**config.mk**
```make
export PLATFORM = sky130hd
export DESIGN_NAME = uart_tx_param
export DESIGN_NICKNAME = d
export VERILOG_FILES = /design/src/rtl/uart_pkg.sv /design/src/rtl/uart_tx_bit_timer.sv /design/src/rtl/uart_tx_param.sv
export SDC_FILE = /design/constraint.sdc
export NUM_CORES = 1
export LEC_CHECK = 0
export CELL_PAD_IN_SITES_DETAIL_PLACEMENT = 1
export CELL_PAD_IN_SITES_GLOBAL_PLACEMENT = 2
export CORE_MARGIN = 3
export CORE_UTILIZATION = 36
export CTS_CLUSTER_SIZE = 12
export DETAILED_ROUTE_END_ITERATION = 16
export PLACE_DENSITY_LB_ADDON = 0.05
export SETUP_SLACK_MARGIN = 0.1
export SKIP_CTS_REPAIR_TIMING = 1
export SLEW_MARGIN = 20
export SYNTH_ARGS = -nofsm -noshare
export SYNTH_HDL_FRONTEND = slang
export SYNTH_SLANG_ARGS = --single-unit
```
**constraint.sdc**
```tcl
create_clock -name CLK -period 7 [get_ports CLK]
set_input_delay 1.4 -clock CLK [delete_from_list [all_inputs] [get_ports CLK]]
set_output_delay 1.4 -clock CLK [all_outputs]
set_load 0.03 [all_outputs]
```
**src/rtl/uart_pkg.sv**
```systemverilog
// uart_pkg: shared types and constants for the parametrised UART blocks.
//   tx_state_e          transmitter FSM state encoding
//   PAR_EVEN / PAR_ODD  parity-type selector values
//   DEF_DATA_WIDTH      default data bits per frame
//   DEF_PRESC_W         default width of the prescale input
package uart_pkg;

  localparam int unsigned DEF_DATA_WIDTH = 8;
  localparam int unsigned DEF_PRESC_W    = 6;

  localparam logic PAR_EVEN = 1'b0;
  localparam logic PAR_ODD  = 1'b1;

  typedef enum logic [2:0] {
    ST_IDLE,
    ST_START,
    ST_DATA,
    ST_PARITY,
    ST_STOP,
    ST_STOP2
  } tx_state_e;

endpackage

```
**src/rtl/uart_tx_bit_timer.sv**
```systemverilog
// uart_tx_bit_timer: per-bit prescale down-counter.
//   clk, rst_n   clock, asynchronous active-low reset
//   load         restart the count for a new bit
//   prescale     clocks per bit (0 is treated as 1), sampled on load
//   bit_done_c   high in the last cycle of the current bit (counter at 0)
module uart_tx_bit_timer
  import uart_pkg::*;
#(
  parameter int unsigned PRESC_W = DEF_PRESC_W
) (
  input  logic               clk,
  input  logic               rst_n,
  input  logic               load,
  input  logic [PRESC_W-1:0] prescale,
  output logic               bit_done_c
);

  logic [PRESC_W-1:0] cnt;

  // Reload with max(prescale,1)-1, then count down and park at 0.
  always_ff @(posedge clk or negedge rst_n) begin
    if (!rst_n) begin
      cnt <= '0;
    end else if (load) begin
      cnt <= (prescale == '0) ? '0 : prescale - PRESC_W'(1);
    end else if (cnt != '0) begin
      cnt <= cnt - PRESC_W'(1);
    end
  end

  assign bit_done_c = (cnt == '0);

endmodule

```
**src/rtl/uart_tx_param.sv**
```systemverilog
// uart_tx_param: parametrised UART transmitter.
// Frame: start(0), DATA_WIDTH data bits LSB first, optional parity, 1 or 2
// stop bits; each bit lasts max(PRESCALE,1) clocks. Frame configuration is
// captured with the word at acceptance.
// Build option: define UART_TX_HOLD_EN for a one-word holding register that
// allows gap-free back-to-back frames.
//   CLK, RST        clock, asynchronous active-low reset
//   P_DATA          word to send
//   DATA_VALID      P_DATA valid
//   DATA_READY      word can be accepted this cycle
//   PAR_EN/PAR_TYP  parity enable / type (0 even, 1 odd)
//   STOP2           two stop bits
//   PRESCALE        clocks per bit
//   TX_OUT          serial line, idle high
//   Busy            frame in progress
module uart_tx_param
  import uart_pkg::*;
#(
  parameter int unsigned DATA_WIDTH = DEF_DATA_WIDTH,
  parameter int unsigned PRESC_W    = DEF_PRESC_W
) (
  input  logic                  CLK,
  input  logic                  RST,
  input  logic [DATA_WIDTH-1:0] P_DATA,
  input  logic                  DATA_VALID,
  output logic                  DATA_READY,
  input  logic                  PAR_EN,
  input  logic                  PAR_TYP,
  input  logic                  STOP2,
  input  logic [PRESC_W-1:0]    PRESCALE,
  output logic                  TX_OUT,
  output logic                  Busy
);

  localparam int unsigned IDX_W = (DATA_WIDTH > 1) ? $clog2(DATA_WIDTH) : 1;
  localparam logic [IDX_W-1:0] LAST_IDX = IDX_W'(DATA_WIDTH - 1);

  tx_state_e state, next_state;

  logic [DATA_WIDTH-1:0] cfg_data;
  logic                  cfg_par_en;
  logic                  cfg_par_typ;
  logic                  cfg_stop2;
  logic [PRESC_W-1:0]    cfg_presc;
  logic [IDX_W-1:0]      bit_idx;

  logic                  bit_done_c;
  logic                  accept_c;
  logic                  start_c;
  logic                  frame_end_c;
  logic                  load_c;
  logic                  ready_c;
  logic                  tx_c;
  logic                  busy_c;
  logic [PRESC_W-1:0]    timer_presc_c;

  // Configuration for the frame about to start (from hold or from inputs).
  logic [DATA_WIDTH-1:0] nxt_data_c;
  logic                  nxt_par_en_c;
  logic                  nxt_par_typ_c;
  logic                  nxt_stop2_c;
  logic [PRESC_W-1:0]    nxt_presc_c;
  logic                  hold_full;

  assign accept_c    = DATA_VALID && DATA_READY;
  assign frame_end_c = bit_done_c &&
                       (((state == ST_STOP) && !cfg_stop2) || (state == ST_STOP2));
  assign start_c     = ((state == ST_IDLE) && (accept_c || hold_full)) ||
                       (frame_end_c && hold_full);
  assign load_c      = start_c || ((state != ST_IDLE) && bit_done_c);
  assign timer_presc_c = start_c ? nxt_presc_c : cfg_presc;

`ifdef UART_TX_HOLD_EN
  logic [DATA_WIDTH-1:0] hold_data;
  logic                  hold_par_en;
  logic                  hold_par_typ;
  logic                  hold_stop2;
  logic [PRESC_W-1:0]    hold_presc;
  logic                  hold_wr_c;
  logic                  hold_rd_c;

  // Words accepted while a frame is running park here; a full hold always
  // supplies the next frame, and DATA_READY is held low while it is full.
  assign hold_wr_c = accept_c && (state != ST_IDLE);
  assign hold_rd_c = start_c && hold_full;
  assign ready_c   = !((hold_full && !hold_rd_c) || hold_wr_c);

  assign nxt_data_c    = hold_full ? hold_data    : P_DATA;
  assign nxt_par_en_c  = hold_full ? hold_par_en  : PAR_EN;
  assign nxt_par_typ_c = hold_full ? hold_par_typ : PAR_TYP;
  assign nxt_stop2_c   = hold_full ? hold_stop2   : STOP2;
  assign nxt_presc_c   = hold_full ? hold_presc   : PRESCALE;

  // Holding register: data plus its latched frame configuration.
  always_ff @(posedge CLK or negedge RST) begin
    if (!RST) begin
      hold_full    <= 1'b0;
      hold_data    <= '0;
      hold_par_en  <= 1'b0;
      hold_par_typ <= 1'b0;
      hold_stop2   <= 1'b0;
      hold_presc   <= '0;
    end else if (hold_wr_c) begin
      hold_full    <= 1'b1;
      hold_data    <= P_DATA;
      hold_par_en  <= PAR_EN;
      hold_par_typ <= PAR_TYP;
      hold_stop2   <= STOP2;
      hold_presc   <= PRESCALE;
    end else if (hold_rd_c) begin
      hold_full    <= 1'b0;
    end
  end
`else
  assign hold_full     = 1'b0;
  assign ready_c       = (next_state == ST_IDLE);
  assign nxt_data_c    = P_DATA;
  assign nxt_par_en_c  = PAR_EN;
  assign nxt_par_typ_c = PAR_TYP;
  assign nxt_stop2_c   = STOP2;
  assign nxt_presc_c   = PRESCALE;
`endif

  uart_tx_bit_timer #(
    .PRESC_W (PRESC_W)
  ) u_timer (
    .clk        (CLK),
    .rst_n      (RST),
    .load       (load_c),
    .prescale   (timer_presc_c),
    .bit_done_c (bit_done_c)
  );

  // State register.
  always_ff @(posedge CLK or negedge RST) begin
    if (!RST) begin
      state <= ST_IDLE;
    end else begin
      state <= next_state;
    end
  end

  // Next-state logic.
  always_comb begin
    next_state = state;
    case (state)
      ST_IDLE:   if (start_c) next_state = ST_START;
      ST_START:  if (bit_done_c) next_state = ST_DATA;
      ST_DATA:   if (bit_done_c && (bit_idx == LAST_IDX))
                   next_state = cfg_par_en ? ST_PARITY : ST_STOP;
      ST_PARITY: if (bit_done_c) next_state = ST_STOP;
      ST_STOP:   if (bit_done_c) begin
                   if (cfg_stop2)    next_state = ST_STOP2;
                   else if (start_c) next_state = ST_START;
                   else              next_state = ST_IDLE;
                 end
      ST_STOP2:  if (bit_done_c) next_state = start_c ? ST_START : ST_IDLE;
      default:   next_state = ST_IDLE;
    endcase
  end

  // Output decode; the values are registered one cycle later.
  always_comb begin
    tx_c   = 1'b1;
    busy_c = (state != ST_IDLE);
    case (state)
      ST_START:  tx_c = 1'b0;
      ST_DATA:   tx_c = cfg_data[bit_idx];
      ST_PARITY: begin
        case (cfg_par_typ)
          PAR_EVEN: tx_c = ^cfg_data;
          PAR_ODD:  tx_c = ~^cfg_data;
          default:  tx_c = 1'b1;
        endcase
      end
      default:   tx_c = 1'b1;
    endcase
  end

  // Frame configuration, bit index and registered outputs.
  always_ff @(posedge CLK or negedge RST) begin
    if (!RST) begin
      cfg_data    <= '0;
      cfg_par_en  <= 1'b0;
      cfg_par_typ <= 1'b0;
      cfg_stop2   <= 1'b0;
      cfg_presc   <= '0;
      bit_idx     <= '0;
      TX_OUT      <= 1'b1;
      Busy        <= 1'b0;
      DATA_READY  <= 1'b1;
    end else begin
      if (start_c) begin
        cfg_data    <= nxt_data_c;
        cfg_par_en  <= nxt_par_en_c;
        cfg_par_typ <= nxt_par_typ_c;
        cfg_stop2   <= nxt_stop2_c;
        cfg_presc   <= nxt_presc_c;
      end
      if (start_c) begin
        bit_idx <= '0;
      end else if ((state == ST_DATA) && bit_done_c) begin
        bit_idx <= (bit_idx == LAST_IDX) ? '0 : bit_idx + IDX_W'(1);
      end
      TX_OUT     <= tx_c;
      Busy       <= busy_c;
      DATA_READY <= ready_c;
    end
  end

endmodule

```
# After elaboration in Yosys (flattened, before gate mapping)
# Cells that the tools add are included.
# op_classes
addsub	3
eq_ne	6
muxes	21
shifts	0
reduce_logical	16
n_div	0
bitwise_logic	1
n_lt_le_gt_ge	1
n_mul	0
# op_table
operator	count
2-to-1 mux 3 bit	11
2-to-1 mux 6 bit	4
one-hot mux 3 bit (6 select lines)	1
zero test 6 bit	2
subtractor 6 x 1 -> 6 bit, second input constant	2
equality test 3 bit, second input constant	3
XNOR reduction 8 bit	1
parity 8 bit	1
equality test 3 x 2 -> 1 bit, second input constant	2
zero test 3 bit	2
nonzero test 6 bit	1
logical AND 1 bit	5
less-than comparator 3 x 4 -> 1 bit, second input constant	1
nonzero test 2 bit	2
adder 3 x 1 -> 3 bit, second input constant	1
binary-select mux 1 bit (select 3 bit)	1
equality test 3 x 1 -> 1 bit, second input constant	1
one-hot mux 1 bit (3 select lines)	1
nonzero test 3 bit	1
2-to-1 mux 1 bit	2
one-hot mux 1 bit (2 select lines)	1
logical OR 1 bit	1
inverter 1 bit	1
# word_totals
inputBits	20
mem_bits_ro	0
word_cells	59
ff_bits	32
mem_bits_rw	0
latch_bits	0
memories	0

# Logic depth before layout (Yosys ltp)
# Gate-level depths: netlist of run 1.
# depth
depth_word	7
ltp_mapped	10

# Cells and area by module
# A second synthesis of run 1 with hierarchy kept.
# hier_totals
cells_unflattened	150
hier_area_um2	1760.4
# by_module_without_submodules
module	seq_area_each_um2	instances	area_each_um2	cells_per_inst
uart_tx_param	653.1	1	1310.0	100
uart_tx_bit_timer	150.1	1	450.4	50

# Worst setup path after synthesis of run 1
# OpenSTA, ideal clock, no wires.
# synth_timing
path_type	input to register
from	input port DATA_VALID
to	register u_timer.cnt[5]
slack_ps	3975
t_arrival_ps	2897
path_buffers	1
stages	8
cell_sequence	nand3_4 -> clkbuf_1 -> mux2i_1 -> ha_1 -> nand3_1 -> a32o_1 -> a22oi_1 -> o21ai_0
# synth_via
elab_chain_len	6
# synth_rtl
element	line	source
start, declared	uart_tx_param.sv:25	input logic DATA_VALID,
logical AND 1 bit *	uart_tx_param.sv:65	assign accept_c = DATA_VALID && DATA_READY;
logical AND 1 bit *	uart_tx_param.sv:68	assign start_c = ((state == ST_IDLE) && (accept_c || hold_full)) ||
2-to-1 mux 6 bit	--	
subtractor 6 x 1 -> 6 bit / zero test 6 bit (equally long branches)	uart_tx_bit_timer.sv:25	cnt <= (prescale == '0) ? '0 : prescale - PRESC_W'(1);
2-to-1 mux 6 bit	uart_tx_bit_timer.sv:25	
2-to-1 mux 6 bit	uart_tx_bit_timer.sv:24	end else if (load) begin
end signal, assigned	uart_tx_bit_timer.sv:25	
end signal, assigned	uart_tx_bit_timer.sv:27	cnt <= cnt - PRESC_W'(1);
end, declared	uart_tx_bit_timer.sv:18	logic [PRESC_W-1:0] cnt;
# Every way passes the cells marked *; elsewhere a longest branch is shown, timed or not.
# A chain may end at the register's enable or synchronous reset.

# Worst setup path in the final report of run 1
# Ends and elaborated chain as after synthesis.

==> impl_metrics.yaml, run 1 <==
outcome:
  status: "finished clean"
floorplanning:
  die_x_um: 76.8
  rows: 25
  dieArea_um2: 5900
  io_pins: 23
  die_h_um: 76.8
  start_util_pct: 37.7
  core_area_um2: 4790
global_route:
  grt_pass1_wl_mm: 7.26
  grt.overflow.total: 0
  grt_max_degree: 33
  grt.total_usage_pct: 15.5
  grt_pass1_vias: 1493
  antenna_found_initial: 0
place:
  place_inst: 282
  post-dp-hpwl_mm: 3.24
  globalplace.congestion: 0.794
  portBuffers: 22
worst_setup_path:
  worstSetupEndpointType: "flop"
  arrival_ns: 3.60
  crit_type: "in2reg"
  path_cells: "clkdlybuf4s50_1 -> nand3_4 -> mux2i_1 -> ha_1 -> nand3_1 -> a32o_1 -> a22oi_1 -> o21ai_0"
  slowest_stage: "clkdlybuf4s50_1"
  slowest_delay_ns: 0.53
  path_buf_inv: 1
  critPathTopFamily: "compound AO/OA/AOI/OAI gates"
  worstPathRequired_ns: 7.13
  worstSetupStartpointType: "input pin"
  cp_max_fo: 25
run:
  drv_cap: 0
sta:
  fin_crit_sh_pct: 49.6
  report.final.setup_viol: 0
  slew_viol_final: 0
  layout_min_cycle_time_ns: 3.47
  relSlewSlack_pct: 42.1
  fin_worst_skew_ns: 0.00730
  worst_pin_slew_ns: 0.868
  rsz0062_at_grt: "no"
  fin_tns_setup_ns: 0
  finalHoldViolations: 0
  max_freq_ghz: 0.288
clock_tree:
  clk_path_buf_depth: 2
  root_buffer: "clkbuf_8"
  cts_tree: "yes"
  clk_latency_ns: 0.28
  cts_buffers: 5
  cts_max_level: 2
  clkSinkCount: 32
  clk_pin_slew_ns: 0.07
detailed_routing:
  drt_iter0_drc: 37
  drtPass1Iterations: 4
  routed_wl_mm: 4.28
  antenna_left: 0
  wl_per_cell_um: 14.7
  drcViolationCount: 0
  viasPerCell: 5.04
  vias: 1461
logic_synthesis:
  yosys_warnings: 0
  yosys-top-cells-area: "dfrtp_1 42%, nand2_1 13%, xnor2_1 4.9%, ha_1 4.2%, mux4_2 3.7%"
  ys_seq_area_share_pct: 44.5
  synth_common_cells: "62 x nand2_1, 30 x dfrtp_1, 13 x o21ai_0"
  synth_cell_type_count: 35
  yosys.area.top_type: "dfrtp_1"
  synth_ff_type: "dfrtp_1"
  synth-edff-count: 0
  synth_most_common_cell: "nand2_1"
  avgSynthCellArea_um2: 9.16
  syn_nets: 223
  syn_inst: 197
  synth_seq_cells: 32
  synth_top_area_share_pct: 41.6
  synth_area_um2: 1810
  synthArstFlopShare_pct: 100
cells_and_area:
  drive_gt1_share_pct: 8.07
  syn_to_final_growth_pct: 20.8
  final_nets: 248
  antenna_cells: 0
  instances_no_fill: 290
pwr:
  leakage_nw: 0.990
  finalPower_mw: 0.600
  power_density_nw_per_um2: 275
  ir_drop_mv: 0.0985
hold_path:
  hp-class: "reg2reg"
[stage by stage]
step	instance area [µm²]	worst slack, ns	utilization, %	hold slack [ns]
after floorplan	1810	3.98	-	0.447
after global placement	2090	3.35	43.6	0.491
after detailed placement	2090	3.23	43.6	0.485
after CTS	2180	3.52	45.6	0.502
after global routing	2180	3.38	45.6	0.527
final	2180	3.53	45.6	0.495
[routing by layer]
metal	part of all wire, %	track usage, %	routed length, µm
met1	49	21.1	2110
met2	46	24.7	1960
met3	3.6	3.52	156
met4	1.1	4.35	46
met5	0	0	0
[flip-flops by register name, indices dropped and copies added (netlist names)]
signal and count:
cfg_data 8, cfg_presc 6, u_timer.cnt 6, bit_idx 3, state 3, Busy 1, DATA_READY 1, TX_OUT 1
cfg_par_en 1, cfg_par_typ 1, cfg_stop2 1
[layout make-up]
cell class / instances / area [µm²]
fill: 566 / 2610
sequential: 32 / 803
timing repair buffer: 23 / 228
clock inverter: 2 / 10.0
clock buffer: 6 / 82.6
tap: 67 / 83.8
inverter: 7 / 26.3
multi-input combinational: 153 / 947
[kinds of logic (layout without fill, tap and decap cells)]
| group | count (synthesis) | after routing | synth area share, % |
|---|---|---|---|
| flops | 32 | 32 | 44.5 |
| mux | 6 | 6 | 5.47 |
| simple gates | 97 | 97 | 24.3 |
| buf+inv | 12 | 38 | 3.05 |
| compound gates | 28 | 28 | 9.98 |
| xor+xnor | 16 | 16 | 8.52 |
| fa+ha+maj | 6 | 6 | 4.16 |
[worst min-delay path, cell delays in order (launching register included)]
cell     delay [ns]
dfrtp_1        0.36
nand2_1        0.05
nand2_1        0.06
[power breakdown]
part / internal [mW] / total [mW] / switching [mW]
clock network: 0.0785 / 0.148 / 0.0698
registers: 0.222 / 0.263 / 0.0411
logic: 0.0926 / 0.188 / 0.0959
[cells in the final DEF, fill, tap and decap left out, types with 3 or more instances in the layout]
cell | netlist | final
a21oi_1 | 4 | 4
a32o_1 | 3 | 3
clkbuf_8 | 0 | 6
clkdlybuf4s50_1 | 0 | 22
dfrtp_1 | 30 | 30
ha_1 | 6 | 6
inv_1 | 7 | 7
mux4_2 | 3 | 3
nand2_1 | 62 | 62
nand2b_1 | 3 | 3
nand3_1 | 4 | 4
nor2_1 | 9 | 9
nor2b_1 | 3 | 3
nor3_1 | 10 | 10
o21ai_0 | 13 | 13
xnor2_1 | 10 | 10
xor2_1 | 5 | 5
[worst paths after layout]
| kind | startpoint | endpoint | slack [ns] | cells past startpoint |
|---|---|---|---|---|
| worst max-delay path | DATA_VALID | u_timer.cnt[5] | 3.53 | 8 |
| worst min-delay path | cfg_stop2 | cfg_stop2 | 0.49 | 2 |
| worst max register to register | state[1] | u_timer.cnt[5] | 4.35 | 8 |
| worst min register to register | cfg_stop2 | cfg_stop2 | 0.49 | 2 |
| max in group asynchronous | RST | DATA_READY | 5.15 | 2 |
| min in group asynchronous | RST | state[0] | 1.52 | 2 |
Power figures use the tool's default switching activity.
==> run 2, diff against run 1 <==
--- a/config.mk
+++ b/config.mk
@@ -8,7 +8,7 @@
 export CELL_PAD_IN_SITES_DETAIL_PLACEMENT = 1
 export CELL_PAD_IN_SITES_GLOBAL_PLACEMENT = 2
 export CORE_MARGIN = 3
-export CORE_UTILIZATION = 36
+export CORE_UTILIZATION = 30
 export CTS_CLUSTER_SIZE = 12
 export DETAILED_ROUTE_END_ITERATION = 16
 export PLACE_DENSITY_LB_ADDON = 0.05
==> constraint.sdc (replaced) <==
create_clock -name CLK -period 2.8 [get_ports CLK]
set_input_delay 0.56 -clock CLK [delete_from_list [all_inputs] [get_ports CLK]]
set_output_delay 0.56 -clock CLK [all_outputs]
set_load 0.03 [all_outputs]
==> run 2 against run 1 <==
Clock skew decreased by 0.00082 ns. Sequential cell count unchanged. Utilization fell by 6.2 points. Combinational power rose to 2.5 times the previous value. Setup slack lost 3.0 ns. Non-clock buffer count is 4 higher. Critical path depth is the same. First-iteration DRC count is 51% higher. Clock power increased to 3.0 times the previous value. Critical endpoint unchanged. Largest power group unchanged.
==> impl_metrics.yaml, run 2 (synthesis gave the netlist of run 1 again) <==
global_route:
  grt.overflow.total: 0
  grt_max_degree: 33
  grt_pass1_wl_mm: 8.02
  antenna_found_initial: 0
  grt_pass1_vias: 1633
  grt.total_usage_pct: 14.3
pwr:
  power_density_nw_per_um2: 706
  p_clk_share_pct: 28.3
  power_frac_seq_pct: 41.9
  switching_share_pct: 33.3
  pwr-share-comb_pct: 29.8
  ir_drop_mv: 0.251
  leakage_nw: 1.01
  finalPower_mw: 1.58
  p_sw_mw: 0.525
  internal_power_mw: 1.05
worst_setup_path:
  worstSetupStartpointType: "flop"
  slowest_delay_ns: 0.50
  critPathTopFamily: "compound AO/OA/AOI/OAI gates"
  r2r_cells: 8
  path_cells: "nor3_4 -> nand3_4 -> mux2i_1 -> ha_1 -> nand3_1 -> a32o_1 -> a22oi_1 -> o21ai_0"
  crit_start: "state[1]"
  worstSetupEndpointType: "flop"
  crit_end: "u_timer.cnt[5]"
  worstPathRequired_ns: 2.98
  crit_type: "reg2reg"
  cp.depth: 8
  worstReg2RegEnd: "u_timer.cnt[5]"
  timing.rr.start: "state[1]"
  slowest_stage: "dfrtp_1"
  cp_max_fo: 9
  path_buf_inv: 0
  arrival_ns: 2.49
  reg2reg_setup_slack_ns: 0.48
sta:
  hold-worst-slack_ns: 0.493
  fin_crit_sh_pct: 82.8
  worst_pin_slew_ns: 0.607
  report.final.setup_viol: 0
  layout_min_cycle_time_ns: 2.32
  finalHoldViolations: 0
  fin_worst_skew_ns: 0.00648
  max_freq_ghz: 0.431
  relSlewSlack_pct: 59.2
  layout_setup_ws_ns: 0.482
  slew_viol_final: 0
  rsz0062_at_grt: "no"
  fin_tns_setup_ns: 0
place:
  post-dp-hpwl_mm: 3.44
  dp_slack_ns: 0.222
  portBuffers: 22
  globalplace.congestion: 0.855
  placed_area_um2: 2120
clock_tree:
  clk_path_buf_depth: 2
  root_buffer: "clkbuf_8"
  cts_buffers: 5
  clk_latency_ns: 0.29
  cts_tree: "yes"
  clkSinkCount: 32
  cts_max_level: 2
  clk_pin_slew_ns: 0.07
detailed_routing:
  wl_per_cell_um: 15.2
  wl_met3_um: 149
  viasPerCell: 4.89
  vias: 1461
  drcViolationCount: 0
  drtPass1Iterations: 4
  highest_layer: "met4"
  wl_met1_mm: 2.27
  routed_wl_mm: 4.54
  antenna_left: 0
  drt_iter0_drc: 56
  route.met2.wl_mm: 2.06
cells_and_area:
  syn_to_final_growth_pct: 23.6
  regArea_um2: 803
  final_common_cell: "nand2_1"
  largest_reg_flops: 8
  mostFrequentLayoutCells: "62 x nand2_1, 30 x dfrtp_1, 22 x clkdlybuf4s50_1"
  multi_input_area_um2: 947
  antenna_cells: 0
  drive_gt1_share_pct: 9.25
  top_register: "cfg_data"
  final_cell_area_um2: 2230
  fillCellCount: 680
  final_nets: 252
  top_regs: "cfg_data: 8 flops, cfg_presc: 6 flops, u_timer.cnt: 6 flops"
floorplanning:
  dieArea_um2: 6980
  start_util_pct: 31.8
  rows: 27
  core_area_um2: 5680
  io_pins: 23
  die_x_um: 83.6
  die_h_um: 83.6
run:
  drv_cap: 0
hold_path:
  hp-class: "reg2reg"
outcome:
  status: "finished clean"
==> run 2: changes by cell type in the layout (fill, tap and decap cells not counted), sizes merged <==
cell | previous run | this run
bufinv | 0 | 1
clkinv | 2 | 1
buf | 1 | 5
==> run 2: power by group through the flow <==
stage | sequential [mW] | combinational, mW | clock, mW
floorplan | 0.645 | 0.348 | 0
global placement | 0.664 | 0.464 | 0
detailed placement | 0.669 | 0.474 | 0
CTS | 0.660 | 0.479 | 0.458
global route | 0.679 | 0.537 | 0.472
finish | 0.661 | 0.470 | 0.446
==> run 2: worst reg2reg max path: stages (launching register included) <==
cell and delay (ns):
dfrtp_1 0.50, nor3_4 0.33, nand3_4 0.16, mux2i_1 0.29, ha_1 0.23, nand3_1 0.07, a32o_1 0.35, a22oi_1 0.18
o21ai_0 0.09
==> run 2: cell type report <==
class,count,area share [%]
sequential,32,36.0
tap,72,4.04
clock inverter,2,1.57
clock buffer,6,3.25
multi-input combinational,153,42.4
inverter,7,1.18
timing repair buffer,27,11.5
==> run 2: metal layers <==
metal / track usage (%) / up-vias
met5: 0 / -
met1: 18.8 / 716
met4: 5.70 / 0
met2: 23.0 / 24
met3: 2.96 / 5
li1: - / 716
==> run 2: worst min-delay path by stage <==
stage / start / end / slack [ns] / cells past startpoint
CTS: cfg_stop2 / cfg_stop2 / 0.50 / 2
global placement: cfg_stop2 / cfg_stop2 / 0.48 / 2
detailed placement: cfg_stop2 / cfg_stop2 / 0.48 / 2
floorplan: RST / Busy / 0.26 / 0
global route: cfg_stop2 / cfg_stop2 / 0.53 / 2
finish: cfg_stop2 / cfg_stop2 / 0.49 / 2
==> run 2: per-stage QoR <==
| stage | std cells | utilization (%) |
|---|---|---|
| global placement | 291 | 37.4 |
| global route | 299 | 39.3 |
| detailed placement | 291 | 37.4 |
| floorplan | 197 | - |
| finish | 299 | 39.3 |
| CTS | 299 | 39.3 |
==> run 3, diff against run 2 <==
==> constraint.sdc (replaced) <==
create_clock -name CLK -period 2 [get_ports CLK]
set_input_delay 0.4 -clock CLK [delete_from_list [all_inputs] [get_ports CLK]]
set_output_delay 0.4 -clock CLK [all_outputs]
set_load 0.03 [all_outputs]
==> run 3 against run 2 <==
The run now ends with setup timing left. Setup slack worse by 0.60 ns. Utilization up 2.4 points. Worst hold slack worse by 0.0061 ns. Die area is the same. Critical path depth fell by 1. Critical endpoint is now u_timer.cnt[4]. Critical path type unchanged. Total power grew 37%. Sequential power rose by 36%. Clock power grew 14%. Cell area grew 6.2%. Clock skew is 0.0019 ns lower. Count of clock-buffer cells in the layout increased by 2. Largest power group unchanged.
==> impl_metrics.yaml, run 3 (synthesis gave the netlist of run 1 again) <==
sta:
  finalHoldViolations: 0
  layout_setup_ws_ns: -0.123
  layout_min_cycle_time_ns: 2.12
  max_freq_ghz: 0.471
  report.final.setup_viol: 6
  fin_worst_skew_ns: 0.00457
  fin_crit_sh_pct: 106
  rsz0062_at_grt: "yes"
  relSlewSlack_pct: 70.3
  slew_viol_final: 0
  worst_pin_slew_ns: 0.445
place:
  portBuffers: 22
  globalplace.congestion: 0.823
  post-dp-hpwl_mm: 3.62
  placed_area_um2: 2220
cells_and_area:
  final_cell_area_um2: 2370
  antenna_cells: 0
  final_nets: 267
  postLayoutCoreUtil_pct: 41.8
  top_register: "cfg_data"
  largest_reg_flops: 8
  mostFrequentLayoutCells: "62 x nand2_1, 30 x dfrtp_1, 20 x clkdlybuf4s50_1, 20 x buf_4, 12 x o21ai_0"
  drive_gt1_share_pct: 16.9
  final_common_cell: "nand2_1"
  top_regs: "cfg_data: 8 flops, cfg_presc: 6 flops, u_timer.cnt: 6 flops"
  syn_to_final_growth_pct: 31.3
  fillCellCount: 684
clock_tree:
  cts_tree: "yes"
  cts_max_level: 2
  clk_path_buf_depth: 2
  cts_buffers: 5
  clkSinkCount: 32
  clk_latency_ns: 0.27
  clk_pin_slew_ns: 0.07
  root_buffer: "clkbuf_8"
worst_setup_path:
  worstPathRequired_ns: 2.16
  arrival_ns: 2.28
  worstSetupStartpointType: "flop"
  worstSetupEndpointType: "flop"
  cp_max_fo: 7
  crit_type: "reg2reg"
detailed_routing:
  drcViolationCount: 0
  drtPass1Iterations: 4
  routed_wl_mm: 4.67
  drt_iter0_drc: 57
  antenna_left: 0
  wl_per_cell_um: 14.9
  viasPerCell: 4.83
  vias: 1516
hold_path:
  hp-class: "reg2reg"
global_route:
  grt_pass1_vias: 1635
  grt_pass1_wl_mm: 8.18
  grt.total_usage_pct: 14.5
  antenna_found_initial: 0
  grt.overflow.total: 0
  grt_max_degree: 33
pwr:
  power_density_nw_per_um2: 909
  leakage_nw: 1.11
  ir_drop_mv: 0.455
floorplanning:
  start_util_pct: 31.8
  io_pins: 23
  rows: 27
  dieArea_um2: 6980
  die_h_um: 83.6
  die_x_um: 83.6
  core_area_um2: 5680
outcome:
  status: "finished, violations left"
  failed_checks: "setup timing"
run:
  drv_cap: 0
[run 3: cell types whose count changed in the layout (fill, tap and decap cells not counted), moves of 2 or more]
cell,delta
buf_4,+15
dlymetal6s2s_1,+2
clkdlybuf4s50_1,-2
mux2i_4,+2
mux2i_1,-2
[run 3: routing by layer]
metal	vias to the layer above	wire (µm)	track usage [%]
li1	744	-	-
met5	-	0	0
met1	743	2280	19.8
met3	2	156	4.54
met4	0	25	2.63
met2	27	2210	22.9
[run 3: area by class of cell]
type                            instances  area (µm²)  area share, %
Multi-Input combinational cell        153         986           41.6
Tap cell                               72        90.1           3.80
Timing Repair Buffer                   42         375           15.8
Clock buffer                            8        90.1           3.80
Sequential cell                        32         803           33.9
Inverter                                7        26.3           1.11
[run 3: metrics by stage]
stage	hold WS [ns]	std cells	setup slack (ns)	total power [mW]	TNS, ns
after floorplan	0.104	197	-0.0744	1.39	-0.304
after global placement	0.472	302	-0.350	1.61	-1.81
after detailed placement	0.480	302	-0.459	1.64	-2.38
after CTS	0.496	310	-0.319	2.17	-1.60
after global routing	0.554	314	-0.244	2.34	-1.31
final	0.487	314	-0.123	2.16	-0.510
[run 3: worst max-delay path: stages, from the launching register on]
cell     delay, ns
dfrtp_1       0.42
nor3_4        0.30
nand3_4       0.16
mux2i_4       0.25
ha_2          0.22
nand3_2       0.06
a32o_2        0.33
a32o_1        0.27
[run 3: worst paths after layout]
| check | from | endpoint | slack (ns) | cells after the start |
|---|---|---|---|---|
| max | state[1] | u_timer.cnt[4] | -0.12 | 7 |
| min | cfg_stop2 | cfg_stop2 | 0.49 | 2 |
| max reg2reg | state[1] | u_timer.cnt[4] | -0.12 | 7 |
| min reg2reg | cfg_stop2 | cfg_stop2 | 0.49 | 2 |
| max in group asynchronous | RST | DATA_READY | 1.11 | 2 |
| min in group asynchronous | RST | Busy | 0.53 | 2 |
[run 3: report_power, final]
part | switching (mW) | internal (mW) | total [mW]
Clock | 0.227 | 0.281 | 0.507
Sequential | 0.122 | 0.778 | 0.900
Combinational | 0.379 | 0.370 | 0.749
Total | 0.728 | 1.43 | 2.16
